--- src/rtl/adder_result_accumulator_if.sv ---
// Bundle of strobe/result inputs and accumulator/FIFO outputs of adder_result_accumulator.
interface adder_result_accumulator_if #(
  parameter int unsigned ACC_W = 8,
  parameter int unsigned DEPTH = 4
);

  localparam int unsigned CNT_W = $clog2(DEPTH + 1);

  // Capture side (driven by the adder stage / pins)
  logic             res_valid;
  logic [3:0]       res_sum;
  logic             res_cout;
  logic             clr;
  logic             rd_en;

  // Result side (driven by the accumulator)
  logic [ACC_W-1:0] acc;
  logic             acc_ovf;
  logic [4:0]       dout;
  logic             dout_valid;
  logic             fifo_full;
  logic             drop;
  logic [CNT_W-1:0] count;

  // Producer / reader of the accumulator
  modport master (
    output res_valid, res_sum, res_cout, clr, rd_en,
    input  acc, acc_ovf, dout, dout_valid, fifo_full, drop, count
  );

  // The accumulator itself
  modport slave (
    input  res_valid, res_sum, res_cout, clr, rd_en,
    output acc, acc_ovf, dout, dout_valid, fifo_full, drop, count
  );

endinterface

--- src/rtl/adder_result_accumulator.sv ---
// Captures {c_out, sum} from the adder stage on a synchronised strobe edge,
// accumulates it with sticky wrap detection and logs it in a FWFT history FIFO.
module adder_result_accumulator #(
  parameter int unsigned ACC_W = 8,
  parameter int unsigned DEPTH = 4
) (
  input  logic                    clk,
  input  logic                    rst_n,
  adder_result_accumulator_if.slave bus_if
);

  localparam int unsigned PTR_W = (DEPTH > 1) ? $clog2(DEPTH) : 1;
  localparam int unsigned CNT_W = $clog2(DEPTH + 1);
  localparam int unsigned SUM_W = ACC_W + 1;

  localparam logic [1:0] ST_IDLE    = 2'd0;
  localparam logic [1:0] ST_CAPTURE = 2'd1;
  localparam logic [1:0] ST_HOLD    = 2'd2;

  // Strobe synchroniser and edge detector
  logic s1_q, s2_q, s3_q;
  logic cap_pulse_c;

  // Capture FSM
  logic [1:0] state_q, state_d;

  // Accumulator and sticky flags
  logic [ACC_W-1:0] acc_q, acc_d;
  logic             acc_ovf_q, acc_ovf_d;
  logic             drop_q, drop_d;

  // History FIFO
  logic [4:0]       mem_q [DEPTH];
  logic [PTR_W-1:0] wr_ptr_q, wr_ptr_d;
  logic [PTR_W-1:0] rd_ptr_q, rd_ptr_d;
  logic [CNT_W-1:0] count_q, count_d;

  // Datapath helpers
  logic             capture_c;
  logic [4:0]       v_c;
  logic [SUM_W-1:0] sum_c;
  logic             fifo_full_c;
  logic             pop_c;
  logic             push_c;
  logic             mem_we_c;

  // Two-flop synchroniser on the asynchronous strobe, third flop for edge detect
  always_ff @(posedge clk or negedge rst_n) begin
    if (!rst_n) begin
      s1_q <= 1'b0;
      s2_q <= 1'b0;
      s3_q <= 1'b0;
    end else begin
      s1_q <= bus_if.res_valid;
      s2_q <= s1_q;
      s3_q <= s2_q;
    end
  end

  assign cap_pulse_c = s2_q & ~s3_q;

  // FSM state register
  always_ff @(posedge clk or negedge rst_n) begin
    if (!rst_n) begin
      state_q <= ST_IDLE;
    end else begin
      state_q <= state_d;
    end
  end

  // FSM next state: one capture per strobe, HOLD until the strobe drops
  always_comb begin
    state_d = state_q;
    case (state_q)
      ST_IDLE: begin
        if (cap_pulse_c) begin
          state_d = ST_CAPTURE;
        end
      end
      ST_CAPTURE: begin
        if (s2_q) begin
          state_d = ST_HOLD;
        end else begin
          state_d = ST_IDLE;
        end
      end
      ST_HOLD: begin
        if (!s2_q) begin
          state_d = ST_IDLE;
        end
      end
      default: begin
        state_d = ST_IDLE;
      end
    endcase
  end

  // Capture value, wide sum and FIFO push/pop qualification
  always_comb begin
    capture_c   = (state_q == ST_CAPTURE);
    v_c         = {bus_if.res_cout, bus_if.res_sum};
    sum_c       = {1'b0, acc_q} + SUM_W'(v_c);
    fifo_full_c = (count_q == CNT_W'(DEPTH));
    pop_c       = bus_if.rd_en && (count_q != '0);
    // A full FIFO still accepts the push when the head leaves in the same cycle
    push_c      = capture_c && (!fifo_full_c || pop_c);
  end

  // Next state of accumulator, flags and FIFO bookkeeping; clr overrides everything
  always_comb begin
    acc_d     = acc_q;
    acc_ovf_d = acc_ovf_q;
    drop_d    = drop_q;
    wr_ptr_d  = wr_ptr_q;
    rd_ptr_d  = rd_ptr_q;
    count_d   = count_q;
    mem_we_c  = 1'b0;

    if (bus_if.clr) begin
      acc_d     = '0;
      acc_ovf_d = 1'b0;
      drop_d    = 1'b0;
      wr_ptr_d  = '0;
      rd_ptr_d  = '0;
      count_d   = '0;
    end else begin
      if (capture_c) begin
        acc_d = sum_c[ACC_W-1:0];
        if (sum_c[ACC_W]) begin
          acc_ovf_d = 1'b1;
        end
        if (push_c) begin
          mem_we_c = 1'b1;
          wr_ptr_d = wr_ptr_q + PTR_W'(1);
        end else begin
          drop_d = 1'b1;
        end
      end

      if (pop_c) begin
        rd_ptr_d = rd_ptr_q + PTR_W'(1);
      end

      case ({push_c, pop_c})
        2'b10:   count_d = count_q + CNT_W'(1);
        2'b01:   count_d = count_q - CNT_W'(1);
        default: count_d = count_q;
      endcase
    end
  end

  // Accumulator, flag and pointer registers
  always_ff @(posedge clk or negedge rst_n) begin
    if (!rst_n) begin
      acc_q     <= '0;
      acc_ovf_q <= 1'b0;
      drop_q    <= 1'b0;
      wr_ptr_q  <= '0;
      rd_ptr_q  <= '0;
      count_q   <= '0;
    end else begin
      acc_q     <= acc_d;
      acc_ovf_q <= acc_ovf_d;
      drop_q    <= drop_d;
      wr_ptr_q  <= wr_ptr_d;
      rd_ptr_q  <= rd_ptr_d;
      count_q   <= count_d;
    end
  end

  // FIFO storage; contents are masked on dout while empty
  always_ff @(posedge clk or negedge rst_n) begin
    if (!rst_n) begin
      for (int i = 0; i < int'(DEPTH); i++) begin
        mem_q[i] <= '0;
      end
    end else if (mem_we_c) begin
      mem_q[wr_ptr_q] <= v_c;
    end
  end

  // Output drive: head word falls through combinationally
  assign bus_if.acc        = acc_q;
  assign bus_if.acc_ovf    = acc_ovf_q;
  assign bus_if.drop       = drop_q;
  assign bus_if.count      = count_q;
  assign bus_if.dout_valid = (count_q != '0);
  assign bus_if.fifo_full  = fifo_full_c;
  assign bus_if.dout       = (count_q != '0) ? mem_q[rd_ptr_q] : 5'd0;

endmodule

--- src/flat_wrapper.sv ---
// flat-port wrapper written by rule: the top's interface ports become plain ports
module adder_result_accumulator_flat 
#(
  parameter int unsigned ACC_W = 8,
  parameter int unsigned DEPTH = 4
)
  (clk, rst_n, bus_if_res_valid, bus_if_res_sum, bus_if_res_cout, bus_if_clr, bus_if_rd_en, bus_if_acc, bus_if_acc_ovf, bus_if_dout, bus_if_dout_valid, bus_if_fifo_full, bus_if_drop, bus_if_count);
  adder_result_accumulator_if #(.ACC_W(ACC_W), .DEPTH(DEPTH)) bus_if_i ();
  input  logic clk;
  input  logic rst_n;
  input wire logic [$bits(bus_if_i.res_valid)-1:0] bus_if_res_valid;
  input wire logic [$bits(bus_if_i.res_sum)-1:0] bus_if_res_sum;
  input wire logic [$bits(bus_if_i.res_cout)-1:0] bus_if_res_cout;
  input wire logic [$bits(bus_if_i.clr)-1:0] bus_if_clr;
  input wire logic [$bits(bus_if_i.rd_en)-1:0] bus_if_rd_en;
  output wire logic [$bits(bus_if_i.acc)-1:0] bus_if_acc;
  output wire logic [$bits(bus_if_i.acc_ovf)-1:0] bus_if_acc_ovf;
  output wire logic [$bits(bus_if_i.dout)-1:0] bus_if_dout;
  output wire logic [$bits(bus_if_i.dout_valid)-1:0] bus_if_dout_valid;
  output wire logic [$bits(bus_if_i.fifo_full)-1:0] bus_if_fifo_full;
  output wire logic [$bits(bus_if_i.drop)-1:0] bus_if_drop;
  output wire logic [$bits(bus_if_i.count)-1:0] bus_if_count;
  assign bus_if_i.res_valid = bus_if_res_valid;
  assign bus_if_i.res_sum = bus_if_res_sum;
  assign bus_if_i.res_cout = bus_if_res_cout;
  assign bus_if_i.clr = bus_if_clr;
  assign bus_if_i.rd_en = bus_if_rd_en;
  assign bus_if_acc = bus_if_i.acc;
  assign bus_if_acc_ovf = bus_if_i.acc_ovf;
  assign bus_if_dout = bus_if_i.dout;
  assign bus_if_dout_valid = bus_if_i.dout_valid;
  assign bus_if_fifo_full = bus_if_i.fifo_full;
  assign bus_if_drop = bus_if_i.drop;
  assign bus_if_count = bus_if_i.count;
  adder_result_accumulator #(.ACC_W(ACC_W), .DEPTH(DEPTH)) u_core (.clk(clk), .rst_n(rst_n), .bus_if(bus_if_i));
endmodule
--- config.mk ---
export PLATFORM = sky130hd
export DESIGN_NAME = adder_result_accumulator_flat
export DESIGN_NICKNAME = d
export VERILOG_FILES = /design/src/rtl/adder_result_accumulator_if.sv /design/src/rtl/adder_result_accumulator.sv /design/src/flat_wrapper.sv
export SDC_FILE = /design/constraint.sdc
export NUM_CORES = 1
export LEC_CHECK = 0
export CORE_UTILIZATION = 40
export CTS_CLUSTER_SIZE = 25
export DETAILED_ROUTE_END_ITERATION = 16
export GPL_TIMING_DRIVEN = 0
export PLACE_DENSITY = 0.62
export SYNTH_ARGS = -nofsm -noshare
export SYNTH_HDL_FRONTEND = slang
export SYNTH_SLANG_ARGS = --single-unit
--- constraint.sdc ---
create_clock -name clk -period 2.7 [get_ports clk]
set_input_delay 0.81 -clock clk [delete_from_list [all_inputs] [get_ports clk]]
set_output_delay 0.81 -clock clk [all_outputs]
set_load 0.05 [all_outputs]
==> results.json, run 1 <==
{
  "synth_top_area_share_pct": 47.11,
  "p_leak_nw": 1.221,
  "gp_congestion": 0.7440,
  "viasPerCell": 5.186,
  "drtAntennaViolNets": 0,
  "ys_top_cells_by_count": "dfrtp_1 (42), mux2_2 (21), nor2_1 (14), and2_1 (11), ha_1 (9)",
  "finalCritPeriodShare_pct": 96.33,
  "clock-sinks": 42,
  "grtUsageMet1_pct": 23.01,
  "synth-main-ff-cell": "dfrtp_1",
  "cts_htree_levels": 2,
  "worstPathMaxFanout": 5,
  "synth_top_cell_by_area": "dfrtp_1",
  "via_count": 1530,
  "grt_max_degree": 24,
  "p_int_mw": 1.212,
  "grt-ovfl-total": 0,
  "worst_pin_slew_ns": 0.5136,
  "place_hpwl_microns": 3027,
  "rows": 26,
  "p_clk_share_pct": 20.5,
  "regArea_sq_mm": 0.001051,
  "drv_slew": 0,
  "cts_tree": "yes",
  "holdPathStages": 0,
  "synth_edf_count": 0,
  "worstSetupPathType": "input pin to flop",
  "max_freq_mhz": 384.5,
  "skew_ns": 0.009308,
  "place_inst": 287,
  "async_flop_share_pct": 100.0,
  "syn_nets": 209,
  "critPathLaunchType": "input pin",
  "synth.yosys.warnings": 0,
  "yosysMostFrequentCell": "dfrtp_1",
  "peakVddDrop_mv": 0.3862,
  "ys_types": 43,
  "drv_cap": 0,
  "period_needed_ns": 2.601,
  "ios": 30,
  "p_comb_share_pct": 40.6,
  "rr_worst_depth": 9,
  "cts_root_buffer": "clkbuf_8",
  "seq_area_frac_synth_pct": 47.11,
  "utilization_pct": 51.29,
  "power_density_mw_per_mm2": 747.6,
  "fin_cells": 295,
  "start_util_pct": 42.59,
  "multi_input_area_sq_mm": 0.001087,
  "ys_ff_latch": 42,
  "status": "finished clean",
  "antenna_found_initial": 0,
  "nFillCells": 457,
  "grt_pass1_wl_microns": 7403,
  "layout_setup_ws_ns": 0.09921,
  "drc": 0,
  "setup_viol": 0,
  "fp.dieW_microns": 76.68,
  "use_met2_pct": 24.82,
  "crit_arrival_ns": 2.79,
  "rsz0062_at_grt": "false",
  "nNetsFinal": 245,
  "areaGrowthSynthToFinish_pct": 20.42,
  "sequentialPowerShare_pct": 39.0,
  "num_antenna_cells": 0,
  "clk_latency_ns": 0.30,
  "p_switching_uw": 796.0,
  "dr.pass1.iters": 4,
  "drt-total-wl_microns": 4308,
  "use_met3_pct": 3.452,
  "gr-usage-all-layers_pct": 16.34,
  "grt_pass1_vias": 1484,
  "p_sw_share_pct": 39.64,
  "grt-busiest-layer": "met2",
  "setup-tns-final_ns": 0,
  "yosys-top-cells-area": "dfrtp_1 (47%), mux2_2 (11%), ha_1 (5.0%)",
  "die_h_microns": 76.68,
  "synth_cells": 188,
  "endpoint_kind": "flop",
  "cts_max_path_buffers": 2,
  "drive_above_1_share_pct": 24.89,
  "p_total_mw": 2.008,
  "numPortBuffers": 28,
  "netlist_area_sq_mm": 0.002231,
  "clk_pin_slew_ns": 0.08,
  "preCtsSetupSlack_ns": -0.2970,
  "max-slew-margin-rel_pct": 65.76,
  "drtIter0Drc": 91,
  "core_area_sq_mm": 0.005238,
  "postCtsHoldBufs": 0,
  "hold_class": "flop to flop",
  "crit_required_ns": 2.89,
  "avgSynthCellArea_sq_um": 11.87,
  "wire_per_inst_microns": 14.60,
  "die_area_sq_mm": 0.005880,
  "numCtsBuffers": 5,
  "finalHoldViolCount": 0
}
-- area by class of cell --
class | instances | share of cell area, %
clock inverter | 3 | 0.7918
clock buffer | 5 | 2.562
inverter | 4 | 0.5589
timing repair buffer | 29 | 10.11
sequential | 42 | 39.12
tap | 70 | 3.260
multi-input combinational | 128 | 40.47
buffer | 14 | 3.121
-- critical path: stages --
cell             delay [ns]
clkdlybuf4s50_1        0.48
ha_1                   0.25
fa_2                   0.38
a211oi_1               0.22
nor2_1                 0.10
o211ai_1               0.19
mux2_2                 0.35
-- path summary, 6_finish.rpt --
kind,slack [ns],start,to
max in group asynchronous,1.73,rst_n,u_core.bus_if.acc[3]
hold reg to reg,0.35,u_core.s1_q,u_core.s2_q
setup reg to reg,0.34,u_core.bus_if.count[2],u_core.bus_if.count[2]
min in group asynchronous,0.48,rst_n,u_core.bus_if.acc[0]
setup / recovery,0.1,bus_if_res_sum[0],u_core.bus_if.acc[6]
hold / removal,0.35,u_core.s1_q,u_core.s2_q
-- sequential cells by signal (all words and copies together), names as in the netlist --
name	count
u_core.s2_q	1
u_core.bus_if.count	3
u_core.s1_q	1
u_core.rd_ptr_q	2
u_core.bus_if.acc_ovf	1
u_core.state_q	2
u_core.bus_if.acc	8
u_core.wr_ptr_q	2
u_core.mem_q	20
u_core.s3_q	1
u_core.bus_if.drop	1
-- placed cells by master (no fill, tap or decap), types with 2 or more instances in the layout --
cell type and count:
clkbuf_2 4, mux2i_1 2, inv_1 4, mux2_1 3, a21oi_1 7, a211oi_1 3, xor2_1 2, mux4_2 5
nor2_1 14, nand2_1 7, a21o_1 3, and2_1 11, xnor2_1 3, clkbuf_8 5, buf_2 7, ha_1 9
clkdlybuf4s50_1 20, buf_4 5, clkbuf_1 3, mux2_2 21, o211ai_1 2, dfrtp_1 42, nand3b_1 2, nand2b_1 4
o21ai_0 3, nand3_1 4, a31oi_1 3, nor2b_1 4
-- cell families (layout without fill, tap and decap cells) --
logic type               after synthesis  count (layout)  share of synthesized area [%]
AO/OA/AOI/OAI                         26              26                          8.132
XOR/XNOR                               5               5                          1.963
adder cells (fa/ha/maj)               11              11                          6.843
buffers and inverters                 18              55                          4.262
flip-flops                            42              42                          47.11
multiplexers                          31              31                          18.06
AND/OR/NAND/NOR                       55              55                          13.63
-- timing repair --
item / 4_1_cts / 5_1_grt
setup endpoints to repair: 7 / 5
gates resized for setup: 20 / 9
buffers inserted: 0 / 0
-- layer usage --
metal | routed length [microns] | vias up
li1 | - | 732
met1 | 2135 | 761
met2 | 1956 | 31
met3 | 150 | 6
met4 | 65 | 0
met5 | 0 | -
-- power groups by stage --
stage	Combinational (mW)	Clock (mW)	Sequential [mW]
detailed placement	0.866	0	0.795
global route	0.882	0.456	0.797
finish	0.815	0.411	0.782
floorplan	0.559	0	0.847
global placement	0.858	0	0.795
CTS	0.839	0.430	0.784
-- stage by stage --
stage | hold WS [ns] | cell area, sq um
6_report | 0.3507 | 2686
5_1_grt | 0.3716 | 2686
3_3_place_gp | 0.3365 | 2600
4_1_cts | 0.3546 | 2704
3_5_place_dp | 0.3358 | 2623
2_1_floorplan | 0.3312 | 2232
No activity file was read; power rests on OpenSTA's default activity.
==> inputs of run 2 (changes only) <==
==> constraint.sdc (replaced) <==
create_clock -name clk -period 2.7 [get_ports clk]
set_input_delay 0.675 -clock clk [delete_from_list [all_inputs] [get_ports clk]]
set_output_delay 0.675 -clock clk [all_outputs]
set_load 0.05 [all_outputs]
==> results.json, run 2 (synthesized netlist as in run 1, its figures left out) <==
{
  "max_stage_delay_ns": 0.41,
  "worst_pin_slew_ns": 0.5212,
  "drc": 0,
  "nNetsFinal": 245,
  "grt-ovfl-total": 0,
  "num_antenna_cells": 0,
  "worstSetupPathType": "flop to output pin",
  "endpoint_kind": "output pin",
  "grt-busiest-layer": "met2",
  "dr.pass1.iters": 4,
  "fp.dieW_microns": 76.68,
  "final_area_sq_mm": 0.002695,
  "use_met3_pct": 3.452,
  "layout_common_cells": "dfrtp_1 (42), mux2_2 (21), clkdlybuf4s50_1 (20)",
  "postCtsHoldBufs": 0,
  "drv_slew": 0,
  "nFillCells": 458,
  "via_count": 1520,
  "antenna_found_initial": 0,
  "hold_class": "input pin to async pin",
  "power_density_mw_per_mm2": 747.4,
  "drtIter0Drc": 58,
  "cts_root_buffer": "clkbuf_8",
  "timing.hold.ws_ns": 0.3445,
  "preCtsSetupSlack_ns": -0.1620,
  "cts_htree_levels": 2,
  "crit_arrival_ns": 1.95,
  "drv_cap": 0,
  "cp_num_buf_inv": 3,
  "crit_family": "buffers and inverters",
  "grt_pass1_vias": 1484,
  "place_inst": 287,
  "setup_viol": 0,
  "grt_pass1_wl_microns": 7403,
  "die_area_sq_mm": 0.005880,
  "skew_ns": 0.009361,
  "max_freq_mhz": 381.2,
  "rsz0062_at_grt": "true",
  "p_leak_nw": 1.238,
  "top_register": "u_core.mem_q",
  "peakVddDrop_mv": 0.3860,
  "ios": 30,
  "layout_setup_ws_ns": 0.07695,
  "clk_pin_slew_ns": 0.08,
  "numCtsBuffers": 5,
  "fin_cells": 295,
  "cts_max_path_buffers": 2,
  "clk_latency_ns": 0.30,
  "finalHoldViolCount": 0,
  "viasPerCell": 5.153,
  "utilization_pct": 51.46,
  "cts_tree": "yes",
  "start_util_pct": 42.59,
  "core_area_sq_mm": 0.005238,
  "die_h_microns": 76.68,
  "areaGrowthSynthToFinish_pct": 20.81,
  "wire_per_inst_microns": 14.66,
  "crit_path_top_delay_cell": "dlygate4sd2_1",
  "grt_max_degree": 24,
  "drt-total-wl_microns": 4324,
  "numPortBuffers": 28,
  "placed_area_sq_mm": 0.002623,
  "gp_congestion": 0.7440,
  "drive_above_1_share_pct": 23.56,
  "period_needed_ns": 2.623,
  "final_common_cell": "dfrtp_1",
  "finalCritPeriodShare_pct": 97.15,
  "use_met2_pct": 24.82,
  "clock-sinks": 42,
  "max-slew-margin-rel_pct": 65.25,
  "gr-usage-all-layers_pct": 16.34,
  "critPathLaunchType": "flop",
  "drtAntennaViolNets": 0,
  "worstPathMaxFanout": 9,
  "grtUsageMet1_pct": 23.01,
  "place_hpwl_microns": 3027,
  "status": "finished clean",
  "rows": 26,
  "crit_required_ns": 2.03,
  "largest_reg_flops": 20,
  "path_cells": "buf_2 -> or3_1 -> clkbuf_2 -> and2_1 -> dlygate4sd2_1"
}
[run 2: metrics by stage]
step	power, mW	TNS, ns
after CTS	2.048	0
after floorplan	1.406	0
after global routing	2.139	-0.02813
after global placement	1.653	-9.452
after detailed placement	1.661	-0.1620
final	2.014	0
[run 2: routing by layer]
layer | part of all wire [%] | vias up
met4 | 1.4 | 0
met3 | 2.9 | 6
li1 | - | 732
met2 | 46 | 28
met5 | 0 | -
met1 | 50 | 754
[run 2: worst register-to-register path: stages, from the launching register on]
cell      delay, ns
dfrtp_1        0.37
buf_2          0.17
or3_1          0.35
clkbuf_2       0.18
nand2_1        0.13
nor2_1         0.06
fa_1           0.44
nor4_1         0.29
o21ai_0        0.12
a31oi_1        0.15
[run 2: layout make-up]
cell class	count	area, sq um	area share, %
inverter	4	15.01	0.5571
clock inverter	3	21.27	0.7892
sequential	42	1051	39.00
tap	70	87.58	3.250
clock buffer	5	68.82	2.553
timing repair buffer	29	282.8	10.49
buffer	14	83.83	3.110
multi-input combinational	128	1085	40.25
[run 2: final timing paths]
| kind | start | end | slack (ns) | cells after the start |
|---|---|---|---|---|
| setup / recovery | u_core.bus_if.count[2] | bus_if_dout[1] | 0.08 | 5 |
| hold / removal | rst_n | u_core.bus_if.acc[0] | 0.34 | 1 |
| setup reg to reg | u_core.bus_if.count[2] | u_core.bus_if.count[2] | 0.34 | 9 |
| hold reg to reg | u_core.s1_q | u_core.s2_q | 0.35 | 0 |
| max in group asynchronous | rst_n | u_core.bus_if.acc[3] | 1.87 | 2 |
| min in group clk | u_core.s1_q | u_core.s2_q | 0.35 | 0 |
[run 2: timing repair]
action,in CTS,in global routing
setup buffers,0,0
pin swaps,0,0
gates resized for setup,6,10
endpoints found under the setup margin,6,6
[run 2: power by group]
part | internal (mW) | total, mW | switching [mW]
Combinational | 0.320 | 0.822 | 0.502
Clock | 0.182 | 0.410 | 0.228
Sequential | 0.715 | 0.782 | 0.0666
==> inputs of run 3 (changes only) <==
--- a/config.mk
+++ b/config.mk
@@ -8,7 +8,6 @@
 export CORE_UTILIZATION = 40
 export CTS_CLUSTER_SIZE = 25
 export DETAILED_ROUTE_END_ITERATION = 16
-export GPL_TIMING_DRIVEN = 0
 export PLACE_DENSITY = 0.62
 export SYNTH_ARGS = -nofsm -noshare
 export SYNTH_HDL_FRONTEND = slang
==> constraint.sdc (replaced) <==
create_clock -name clk -period 2.7 [get_ports clk]
set_input_delay 0.54 -clock clk [delete_from_list [all_inputs] [get_ports clk]]
set_output_delay 0.54 -clock clk [all_outputs]
set_load 0.05 [all_outputs]
==> results.json, run 3 (synthesized netlist as in run 1, its figures left out) <==
{
  "rows": 26,
  "rr_worst_depth": 7,
  "path_cells": "or3_1 -> clkdlybuf4s50_1",
  "cp_num_buf_inv": 1,
  "antenna_found_initial": 0,
  "grt_pass1_vias": 1545,
  "grt-ovfl-total": 0,
  "worst_pin_slew_ns": 0.9371,
  "crit_required_ns": 2.16,
  "max_freq_mhz": 391.5,
  "numCtsBuffers": 5,
  "endpoint_kind": "output pin",
  "final_area_sq_mm": 0.002694,
  "postCtsResizedCells": 0,
  "max_stage_delay_ns": 0.75,
  "post_cts_buffers": 0,
  "crit_cells": 2,
  "cts_htree_levels": 2,
  "cts_max_path_buffers": 2,
  "r2r-start": "u_core.bus_if.count[2]",
  "drtIter0Drc": 82,
  "skew_ns": 0.007726,
  "clk_pin_slew_ns": 0.09,
  "numPortBuffers": 29,
  "nNetsFinal": 237,
  "areaGrowthSynthToFinish_pct": 20.75,
  "drive_above_1_share_pct": 22.58,
  "gp_congestion": 0.7977,
  "r2r_slack_ns": 0.46,
  "r2r-end": "u_core.bus_if.count[2]",
  "p_total_mw": 2.231,
  "dr.pass1.iters": 5,
  "via_count": 1507,
  "worstPathMaxFanout": 10,
  "setup_viol": 0,
  "finalHoldViolCount": 0,
  "cp-startpoint": "u_core.bus_if.count[2]",
  "power_density_mw_per_mm2": 828.1,
  "crit_arrival_ns": 2.01,
  "timing.hold.ws_ns": 0.3601,
  "drv_slew": 0,
  "rsz0062_at_grt": "false",
  "cts_root_buffer": "clkbuf_8",
  "fp.dieW_microns": 76.68,
  "final_common_cell": "dfrtp_1",
  "drtAntennaViolNets": 0,
  "p_leak_nw": 1.205,
  "crit_path_end": "bus_if_dout_valid",
  "hold_class": "flop to flop",
  "layout_common_cells": "dfrtp_1 (42), clkdlybuf4s50_1 (23), mux2_2 (21)",
  "cts_tree": "yes",
  "holdCritStartpoint": "u_core.s1_q",
  "viasPerCell": 5.251,
  "grt_max_degree": 43,
  "gr-usage-all-layers_pct": 16.92,
  "drv_cap": 0,
  "setup-tns-final_ns": 0,
  "finalCritPeriodShare_pct": 94.60,
  "status": "finished clean",
  "grt_pass1_wl_microns": 7700,
  "place_hpwl_microns": 3225,
  "peakVddDrop_mv": 0.4173,
  "die_area_sq_mm": 0.005880,
  "max-slew-margin-rel_pct": 37.53,
  "period_needed_ns": 2.554,
  "wire_per_inst_microns": 15.59,
  "clock-sinks": 42,
  "placed_area_sq_mm": 0.002556,
  "worstSetupPathType": "flop to output pin",
  "die_h_microns": 76.68,
  "drt-total-wl_microns": 4475,
  "core_area_sq_mm": 0.005238,
  "critPathLaunchType": "flop",
  "postCtsHoldBufs": 0,
  "crit_family": "buffers and inverters",
  "num_antenna_cells": 0,
  "largest_reg_flops": 20,
  "ios": 30,
  "start_util_pct": 42.59,
  "drc": 0,
  "crit_path_top_delay_cell": "clkdlybuf4s50_1",
  "top_register": "u_core.mem_q",
  "clk_latency_ns": 0.30
}
-- run 3: cell count changes in the layout (fill, tap and decap cells not counted) --
cell,change
buf_4,+7
clkbuf_2,-6
clkbuf_1,-3
clkdlybuf4s50_1,+3
buf_2,-2
bufinv_16,+2
dlygate4sd2_1,-2
buf_1,-1
buf_16,-1
buf_6,-1
clkbuf_4,-1
clkinv_2,-1
clkinvlp_4,-1
dlymetal6s2s_1,-1
-- run 3: layout make-up --
type | count | area [sq um]
repair buffers | 35 | 317.8
well taps | 70 | 87.58
fillers | 466 | 2544
clock inverters | 3 | 68.82
clock buffers | 5 | 68.82
flip-flops and latches | 42 | 1051
multi-input cells | 128 | 1085
inverters | 4 | 15.01
-- run 3: stage by stage --
| step | util [%] | setup slack (ns) | cells |
|---|---|---|---|
| after floorplan | - | 0.1101 | 188 |
| after global placement | 48.81 | 0.07364 | 279 |
| after detailed placement | 48.81 | 0.06107 | 279 |
| after CTS | 51.43 | 0.1327 | 287 |
| after global routing | 51.43 | 0.07943 | 287 |
| final | 51.43 | 0.1458 | 287 |
-- run 3: power by group --
part,total [mW],internal (mW),leakage [nW],switching [mW]
Sequential,0.814,0.715,0.561,0.0993
Clock,0.595,0.370,0.0683,0.225
Combinational,0.821,0.345,0.577,0.477
Total,2.23,1.43,1.21,0.801
-- run 3: how the worst min path moves through the flow --
stage,end,cells past startpoint
final,u_core.s2_q,0
after global routing,u_core.s2_q,0
after CTS,u_core.s2_q,0
after detailed placement,u_core.s2_q,0
after global placement,u_core.s2_q,0
after floorplan,u_core.bus_if.acc[0],0
-- run 3: metal layers --
| metal | vias up | global-route usage, % | share of wire (%) |
|---|---|---|---|
| li1 | 714 | - | - |
| met1 | 754 | 21.74 | 44 |
| met2 | 32 | 27.95 | 50 |
| met3 | 7 | 3.571 | 3.6 |
| met4 | 0 | 6.346 | 1.5 |
| met5 | - | 0 | 0 |
